[src/rtl/arb_pkg.sv]
// Types and constants shared by the round-robin arbiter, its requester agents and the bench.
package arb_pkg;

    typedef enum logic [1:0] {
        IDLE,
        REQ,
        XFER,
        GAP
    } arb_req_state_t;

    localparam int NUM_REQ = 3;

endpackage

[src/rtl/arb_job_fifo.sv]
// Job-length queue for one requester: DEPTH x WIDTH synchronous FIFO, push and pop may coincide.
module arb_job_fifo #(
    parameter int DEPTH = 4,
    parameter int WIDTH = 4
) (
    input  logic             clk_i,
    input  logic             rst_i,
    input  logic             push_i,
    input  logic             pop_i,
    input  logic [WIDTH-1:0] data_i,
    output logic [WIDTH-1:0] data_o,
    output logic             full_o,
    output logic             empty_o
);

    localparam int AW = $clog2(DEPTH);

    logic [WIDTH-1:0] mem_q [DEPTH];
    logic [AW:0]      wr_ptr_q, wr_ptr_d;
    logic [AW:0]      rd_ptr_q, rd_ptr_d;
    logic             do_push, do_pop;

    // Extra pointer bit tells full from empty when the index bits match.
    assign full_o  = (wr_ptr_q[AW] != rd_ptr_q[AW]) && (wr_ptr_q[AW-1:0] == rd_ptr_q[AW-1:0]);
    assign empty_o = (wr_ptr_q == rd_ptr_q);

    assign do_push  = push_i & ~full_o;
    assign do_pop   = pop_i & ~empty_o;
    assign wr_ptr_d = wr_ptr_q + {{AW{1'b0}}, do_push};
    assign rd_ptr_d = rd_ptr_q + {{AW{1'b0}}, do_pop};
    assign data_o   = mem_q[rd_ptr_q[AW-1:0]];

    always_ff @(posedge clk_i or posedge rst_i) begin
        if (rst_i) begin
            wr_ptr_q <= '0;
            rd_ptr_q <= '0;
        end else begin
            wr_ptr_q <= wr_ptr_d;
            rd_ptr_q <= rd_ptr_d;
        end
    end

    always_ff @(posedge clk_i) begin
        if (do_push) begin
            mem_q[wr_ptr_q[AW-1:0]] <= data_i;
        end
    end

endmodule

[src/rtl/arb_requester.sv]
// Client-side agent for one arbiter port: queues burst jobs, requests, issues beats on grant.
//
// state | meaning
// IDLE  | no burst; pops next job when the queue has one
// REQ   | r high, waiting for first grant; counts wait cycles for timeout
// XFER  | r high, burst started; one beat per granted cycle
// GAP   | r low for one cycle so the arbiter can rotate
module arb_requester
    import arb_pkg::*;
#(
    parameter int DEPTH   = 4,
    parameter int LEN_W   = 4,
    parameter int TIMEOUT = 16
) (
    input  logic             clk_i,
    input  logic             rst_i,
    input  logic             job_valid_i,
    input  logic [LEN_W-1:0] job_len_i,
    output logic             job_ready_o,
    output logic             r_o,
    input  logic             g_i,
    output logic             beat_valid_o,
    output logic             beat_last_o,
    output logic             busy_o,
    output logic             timeout_err_o,
    output logic             grant_err_o
);

    localparam int                WAIT_W   = $clog2(TIMEOUT);
    localparam logic [WAIT_W-1:0] WAIT_MAX = WAIT_W'(TIMEOUT - 1);

    arb_req_state_t    state_q, state_d;
    logic [LEN_W-1:0]  beat_cnt_q, beat_cnt_d;
    logic [WAIT_W-1:0] wait_cnt_q, wait_cnt_d;
    logic              r_q, r_d;
    logic              grant_err_q;

    logic              fifo_full, fifo_empty, pop;
    logic [LEN_W-1:0]  fifo_data;
    logic              in_burst;

    arb_job_fifo #(
        .DEPTH (DEPTH),
        .WIDTH (LEN_W)
    ) u_job_fifo (
        .clk_i   (clk_i),
        .rst_i   (rst_i),
        .push_i  (job_valid_i),
        .pop_i   (pop),
        .data_i  (job_len_i),
        .data_o  (fifo_data),
        .full_o  (fifo_full),
        .empty_o (fifo_empty)
    );

    always_ff @(posedge clk_i or posedge rst_i) begin
        if (rst_i) begin
            state_q     <= IDLE;
            beat_cnt_q  <= '0;
            wait_cnt_q  <= '0;
            r_q         <= 1'b0;
            grant_err_q <= 1'b0;
        end else begin
            state_q     <= state_d;
            beat_cnt_q  <= beat_cnt_d;
            wait_cnt_q  <= wait_cnt_d;
            r_q         <= r_d;
            grant_err_q <= g_i & ~r_q;
        end
    end

    always_comb begin
        state_d       = state_q;
        beat_cnt_d    = beat_cnt_q;
        wait_cnt_d    = wait_cnt_q;
        pop           = 1'b0;
        timeout_err_o = 1'b0;
        case (state_q)
            IDLE: begin
                if (!fifo_empty) begin
                    pop        = 1'b1;
                    beat_cnt_d = fifo_data;
                    wait_cnt_d = '0;
                    state_d    = REQ;
                end
            end
            REQ: begin
                if (g_i) begin
                    wait_cnt_d = '0;
                    if (beat_cnt_q == '0) begin
                        state_d = GAP;
                    end else begin
                        beat_cnt_d = beat_cnt_q - LEN_W'(1);
                        state_d    = XFER;
                    end
                end else if (wait_cnt_q == WAIT_MAX) begin
                    // Keep requesting after a timeout; the pulse is only a warning.
                    timeout_err_o = 1'b1;
                    wait_cnt_d    = '0;
                end else begin
                    wait_cnt_d = wait_cnt_q + WAIT_W'(1);
                end
            end
            XFER: begin
                if (g_i) begin
                    if (beat_cnt_q == '0) begin
                        state_d = GAP;
                    end else begin
                        beat_cnt_d = beat_cnt_q - LEN_W'(1);
                    end
                end
            end
            GAP: begin
                state_d = IDLE;
            end
        endcase
        r_d = (state_d == REQ) || (state_d == XFER);
    end

    assign in_burst     = (state_q == REQ) || (state_q == XFER);
    assign beat_valid_o = g_i & r_q & in_burst;
    assign beat_last_o  = beat_valid_o & (beat_cnt_q == '0);
    assign r_o          = r_q;
    assign grant_err_o  = grant_err_q;
    assign busy_o       = (state_q != IDLE) | ~fifo_empty;
    assign job_ready_o  = ~fifo_full;

endmodule

[config.mk]
export PLATFORM = sky130hd
export DESIGN_NAME = arb_requester
export DESIGN_NICKNAME = d
export VERILOG_FILES = /design/src/rtl/arb_pkg.sv /design/src/rtl/arb_job_fifo.sv /design/src/rtl/arb_requester.sv
export SDC_FILE = /design/constraint.sdc
export NUM_CORES = 1
export LEC_CHECK = 0
export BUFFER_PORTS_ARGS = -buffer_cell sky130_fd_sc_hd__buf_2
export CORE_MARGIN = 1.5
export CORE_UTILIZATION = 55
export DETAILED_ROUTE_END_ITERATION = 7
export PLACE_DENSITY = 0.87
export SYNTH_ARGS = -nofsm -noshare
export SYNTH_HDL_FRONTEND = slang
export SYNTH_SLANG_ARGS = --single-unit
[constraint.sdc]
create_clock -name clk_i -period 5.3 [get_ports clk_i]
set_clock_uncertainty 0.15 [all_clocks]
set_input_delay 0.53 -clock clk_i [delete_from_list [all_inputs] [get_ports clk_i]]
set_output_delay 0.53 -clock clk_i [all_outputs]
set_load 0.05 [all_outputs]
# Yosys cells after proc, flatten, opt, wreduce, memory -nomap -nowiden
# Memories as Yosys holds them, arrays and structs flattened.
# Cells that the tools add are included.
[op_classes] order_cmp=0 eq_ne=12 shift=0 div_mod_pow=0 n_mul=0 n_reduce_logical=11 n_bitwise=10 n_addsub=4 muxes=21
[op_table] operator="$mux 4" n=6
[op_table] operator="$pmux 4 s2" n=2
[op_table] operator="$mux 1" n=8
[op_table] operator="$mux 2" n=4
[op_table] operator="$pmux 2 s4" n=1
[op_table] operator="$add 3x1->3" n=2
[op_table] operator="$and 1x1->1" n=6
[op_table] operator="$eq 2x2->1 const B" n=3
[op_table] operator="$reduce_bool 2->1" n=3
[op_table] operator="$add 4x1->4 const B" n=1
[op_table] operator="$eq 2x1->1 const B" n=2
[op_table] operator="$eq 4x4->1 const B" n=1
[op_table] operator="$logic_not 4->1" n=1
[op_table] operator="$ne 2x2->1 const B" n=2
[op_table] operator="$reduce_and 4->1" n=1
[op_table] operator="$sub 4x1->4 const B" n=1
[op_table] operator="$eq 3x3->1" n=1
[op_table] operator="$not 1->1" n=3
[op_table] operator="$eq 2x2->1" n=1
[op_table] operator="$logic_not 2->1" n=1
[op_table] operator="$logic_or 1x1->1" n=2
[op_table] operator="$ne 2x1->1 const B" n=1
[op_table] operator="$reduce_and 2->1" n=1
[op_table] operator="$reduce_or 2->1" n=1
[op_table] operator="3 further kinds" n=3
[totals] romBits=0 ram_bits=16 mem_count=1 latch_bits=0 word_cells=66 regBits=18 out_inout_bits=7 in_bits=8
[mem_list] memory="u_job_fifo.mem_q" depth=4 word_bits=4 rd=1 rd_clocked_by_memory_dff=0 write_ports=1 line_no="arb_job_fifo.sv:18" rtl="logic [WIDTH-1:0] mem_q [DEPTH];"

# Longest topological paths before layout
[logic_depth] depth_word=6 depth_mapped=8 depth_no_buf=7

# By module
# Synthesis repeated with hierarchy kept, for this count alone.
[hier_totals] cells_unflattened=136 area_unflattened_um2=1745.4
[modules_own_cells] module="arb_job_fifo" seq_area_each_um2=630.6 instances=1 cells_each=54 area_per_inst_um2=979.7
[modules_own_cells] module="arb_requester" seq_area_each_um2=300.3 instances=1 cells_each=82 area_per_inst_um2=765.7

# Worst setup path before layout
# Ideal clock, no wire load.
[synth_timing] path_type="reg-to-output" startpoint="register state_q[0]" endpoint="output beat_last_o" n_path_buf=1 arrival_time_ns=1.937 slack_ns=2.683 required_ns=4.620 path_stages_with_launch=6 cell_sequence="dfrtp_1 > inv_1 > ha_1 > clkbuf_1 > and3_1 > and2_1"
[synth_between] elab_chain_len=4 elab_cells_between_ends=5 cone_classes="eq/ne (2); bitwise (2); reduce/logical (1)"
[synth_rtl] element="start: declaration" line_no="arb_requester.sv:32" rtl="arb_req_state_t state_q, state_d;"
[synth_rtl] element="start signal: assignment" line_no="arb_requester.sv:64" rtl="state_q <= state_d;"
[synth_rtl] element="$eq 2x1->1 / $eq 2x2->1 (equally long branches)" line_no="arb_requester.sv:120" rtl="assign in_burst = (state_q == REQ) || (state_q == XFER);"
[synth_rtl] element="$logic_or 1x1->1 *" line_no="arb_requester.sv:120"
[synth_rtl] element="$and 1x1->1 *" line_no="arb_requester.sv:121" rtl="assign beat_valid_o = g_i & r_q & in_burst;"
[synth_rtl] element="named net beat_valid_o" line_no="arb_requester.sv:22" rtl="output logic beat_valid_o,"
[synth_rtl] element="$and 1x1->1 *" line_no="arb_requester.sv:122" rtl="assign beat_last_o = beat_valid_o & (beat_cnt_q == '0);"
[synth_rtl] element="end: declaration" line_no="arb_requester.sv:23" rtl="output logic beat_last_o,"
# Mark *: on every way through the listed nets, which the timed path passes. The rest lies on a longest branch.

# Final worst setup path
[layout_timing] startpoint="register state_q[0]" endpoint="output busy_o"
[layout_between] elab_chain_len=2
[layout_rtl] element="$reduce_bool 2->1" line_no="arb_requester.sv:125" rtl="assign busy_o = (state_q != IDLE) | ~fifo_empty;"
[layout_rtl] element="$or 1x1->1" line_no="arb_requester.sv:125"
[layout_rtl] element="end: declaration" line_no="arb_requester.sv:24" rtl="output logic busy_o,"
# No other way between the ends.

==> out/results.txt <==
static power due to leakage: 0.7963 nW
number of DRC markers in iteration 0: 52
number of buffers on the longest clock path: 2
DR vias: 1070
Max transition margin: 42.99%
final slew viol count: 0
Critical Path Most Common Cell: inv_1
last weighted congestion value of the routability-driven placer: 0.7827
Initial Util: 59.62%
RSZ-0062 raised after global routing: false
Compound-Gate Fraction of Synth Area: 12.09%
share of Yosys cell area claimed by the top area cell type: 28.49%
final worst path period share: 51.49%
Seq cells post-synth: 34
fraction of synthesized area in multiplexers: 6.009%
Clock Pin Slew Worst Setup and Hold Paths: 0.11 ns
leading post-synthesis cells by instance count: dfrtp_1 (18), edfxtp_1 (16), ha_1 (11), nor2_1 (11), inv_1 (10)
Tot GR Track Use: 20.10%
TritonCTS clock tree: built
Die Ht: 58.38 um
maximum number of pins on one net before global-route repair: 19
cell-internal power: 688.2 uW
crit path launch type: flop
fraction of registers with async set/reset: 52.94%
critical path capture point type: primary output
Post-CTS Hold Buffers: 0
Max Fclk: 366.4 MHz
global-route wire length before repair: 4981 um
post-route cell area: 0.001867 mm^2
Yosys top cell by area: edfxtp_1
count of antenna-violating nets left after detailed routing: 0
critical path data required time: 4.62 ns
most frequent cell after synthesis: dfrtp_1
die area: 0.003408 mm^2
cell count after synthesis: 129
Worst path max stage delay: 0.54 ns
distinct cell type count of the synthesized netlist: 38
floorplan row count: 19
min Tclk post-route: 2.729 ns
number of global-route vias before repair: 1116
Final Hold Violating Endpoints: 0
mean cell area of the mapped netlist: 13.07 um^2
critical setup path kind: flop to primary output
total length of routed wires: 2862 um
worst vdd ir: 0.4591 mV
cell family contributing the most delay on the critical path: buffers and inverters
clock network power share: 15.7%
xor and xnor fraction of the mapped netlist area: 4.006%
crit-path max FO: 10
post-cts resize count: 0
top post-synthesis cells by area: edfxtp_1 (28%), dfrtp_1 (27%), ha_1 (8.2%)
Final nets: 167
number of buffers and inverters on the critical path: 4
top-level port count: 15
clock root buffer: clkbuf_4
DRC violation count after routing: 0
via/cell ratio: 5.944
TritonCTS Buffers: 5
First-pass DRT Iterations: 4
synthesized area: 0.001687 mm^2
post-synthesis simple-gate area fraction: 11.65%
floorplan die width: 58.38 um
area of the placeable core: 0.002829 mm^2
remaining global-route overflow: 0
setup TNS: 0 ns
routed length per instance: 15.90 um
Hold Path Class: input pin to asynchronous set/reset pin
adder and majority cell fraction of the synthesized area: 8.160%
Logic pwr share: 47.4%
Synthesized Nets: 148
number of max-capacitance violations reported: 0
CP Cell Sequence: inv_1, ha_1, inv_1, nor4_4, inv_1, buf_2
CP max-delay cell: nor4_4
CTS H-Tree Depth: 2
Diodes inserted: 0
buffers added on ports: 14
switching power summed over all nets: 520.9 uW
number of warnings issued by yosys: 0
HPWL Detailed: 2200 um
number of buffers inserted by post-CTS setup repair: 0
measured slew at the worst slew-check pin: 0.8441 ns
Area growth, synth to finish: 10.68%
sequential power share: 36.9%
post-detailed-placement cell area: 0.001784 mm^2
final number of setup-violating endpoints: 0
share of final-layout standard cells stronger than drive strength 1: 20.13%
Post-synth EDFFs: 16
total power density per cell area: 647.7 mW/mm^2
Sw Ratio: 43.08%
sequential cell area fraction in the yosys report: 55.19%
number of antenna violations at the first check in global routing: 0
TritonCTS sink count: 34
status: completed
data arrival time at the worst-slack endpoint: 2.05 ns
prevailing post-synth register cell: dfrtp_1
clock insertion delay at the later pin of the skew report: 0.34 ns
dominant combinational cell family by area after synthesis: compound AO/OA/AOI/OAI gates
-- path summary, 6_finish.rpt --
path,startpoint,to,slack [ns],cells after the start
hold reg to reg,r_o$_DFF_PP0_,grant_err_o$_DFF_PP0_,0.29,1
hold / removal,rst_i,r_o$_DFF_PP0_,0.13,2
max in group asynchronous,rst_i,u_job_fifo.rd_ptr_q[0]$_DFF_PP0_,4.43,2
min in group clk_i,job_len_i[3],u_job_fifo.mem_q[2][3]$_DFFE_PP_,0.25,1
setup / recovery,state_q[0]$_DFF_PP0_,busy_o,2.57,6
setup reg to reg,u_job_fifo.rd_ptr_q[0]$_DFF_PP0_,u_job_fifo.mem_q[2][0]$_DFFE_PP_,3.03,4
-- cell type report --
type / instances / area (um^2)
fillers: 224 / 962.2
flip-flops and latches: 34 / 930.9
multi-input cells: 83 / 706.9
repair buffers: 14 / 70.07
clock inverters: 3 / 45.04
well taps: 31 / 38.79
clock buffers: 5 / 37.54
inverters: 10 / 37.54
-- sequential cells by signal, summed over array words and instances (netlist names) --
name and cells:
u_job_fifo.rd_ptr_q 3, beat_cnt_q 4, u_job_fifo.mem_q 16, wait_cnt_q 4
u_job_fifo.wr_ptr_q 3, grant_err_o 1, r_o 1, state_q 2
-- cells in the final DEF, fill, tap and decap left out, drive strengths merged, types with 2 or more instances in the layout --
cell type  count
nor3b          3
edfxtp        16
ha            11
dfrtp         18
nor2          11
xor2           6
buf           14
nor3           3
a22o           2
a21oi          2
o21ai          7
clkinvlp       2
and2           2
nand2b         3
and3           2
nand3          3
o31ai          3
nand2          3
inv           10
clkbuf         5
a2bb2oi        3
o41ai          2
mux4           4
or2            2
-- cells by family after synthesis --
family	count (synthesis)
AND/OR/NAND/NOR	35
flip-flops	34
AO/OA/AOI/OAI	27
buffers and inverters	12
adder cells (fa/ha/maj)	11
XOR/XNOR	6
multiplexers	4
-- layer usage --
layer  GRT usage (%)  part of all wire [%]  vias to the layer above
met5               0                     0                        -
met4           7.641                   1.5                        0
met3           5.934                   4.1                        6
met2           34.35                    51                       22
met1           24.02                    44                      524
li1                -                     -                      518
-- power groups by stage --
stage | sequential (mW) | combinational, mW | clock [mW]
5_1_grt | 0.459 | 0.637 | 0.203
3_3_place_gp | 0.444 | 0.531 | 0
3_5_place_dp | 0.454 | 0.568 | 0
2_1_floorplan | 0.446 | 0.445 | 0
6_report | 0.447 | 0.573 | 0.189
4_1_cts | 0.447 | 0.572 | 0.194
-- stage by stage --
| step | hold slack, ns | util (%) | power [mW] | std cells | setup slack (ns) |
|---|---|---|---|---|---|
| after floorplan | 0.3104 | - | 0.8914 | 129 | 2.683 |
| after global placement | 0.2645 | 63.07 | 0.9759 | 172 | 3.046 |
| after detailed placement | 0.2847 | 63.07 | 1.022 | 172 | 2.944 |
| after CTS | 0.1415 | 65.99 | 1.213 | 180 | 2.567 |
| after global routing | 0.1786 | 65.99 | 1.299 | 180 | 2.429 |
| final | 0.1262 | 65.99 | 1.209 | 180 | 2.571 |
(Power assumes the default switching activity.)
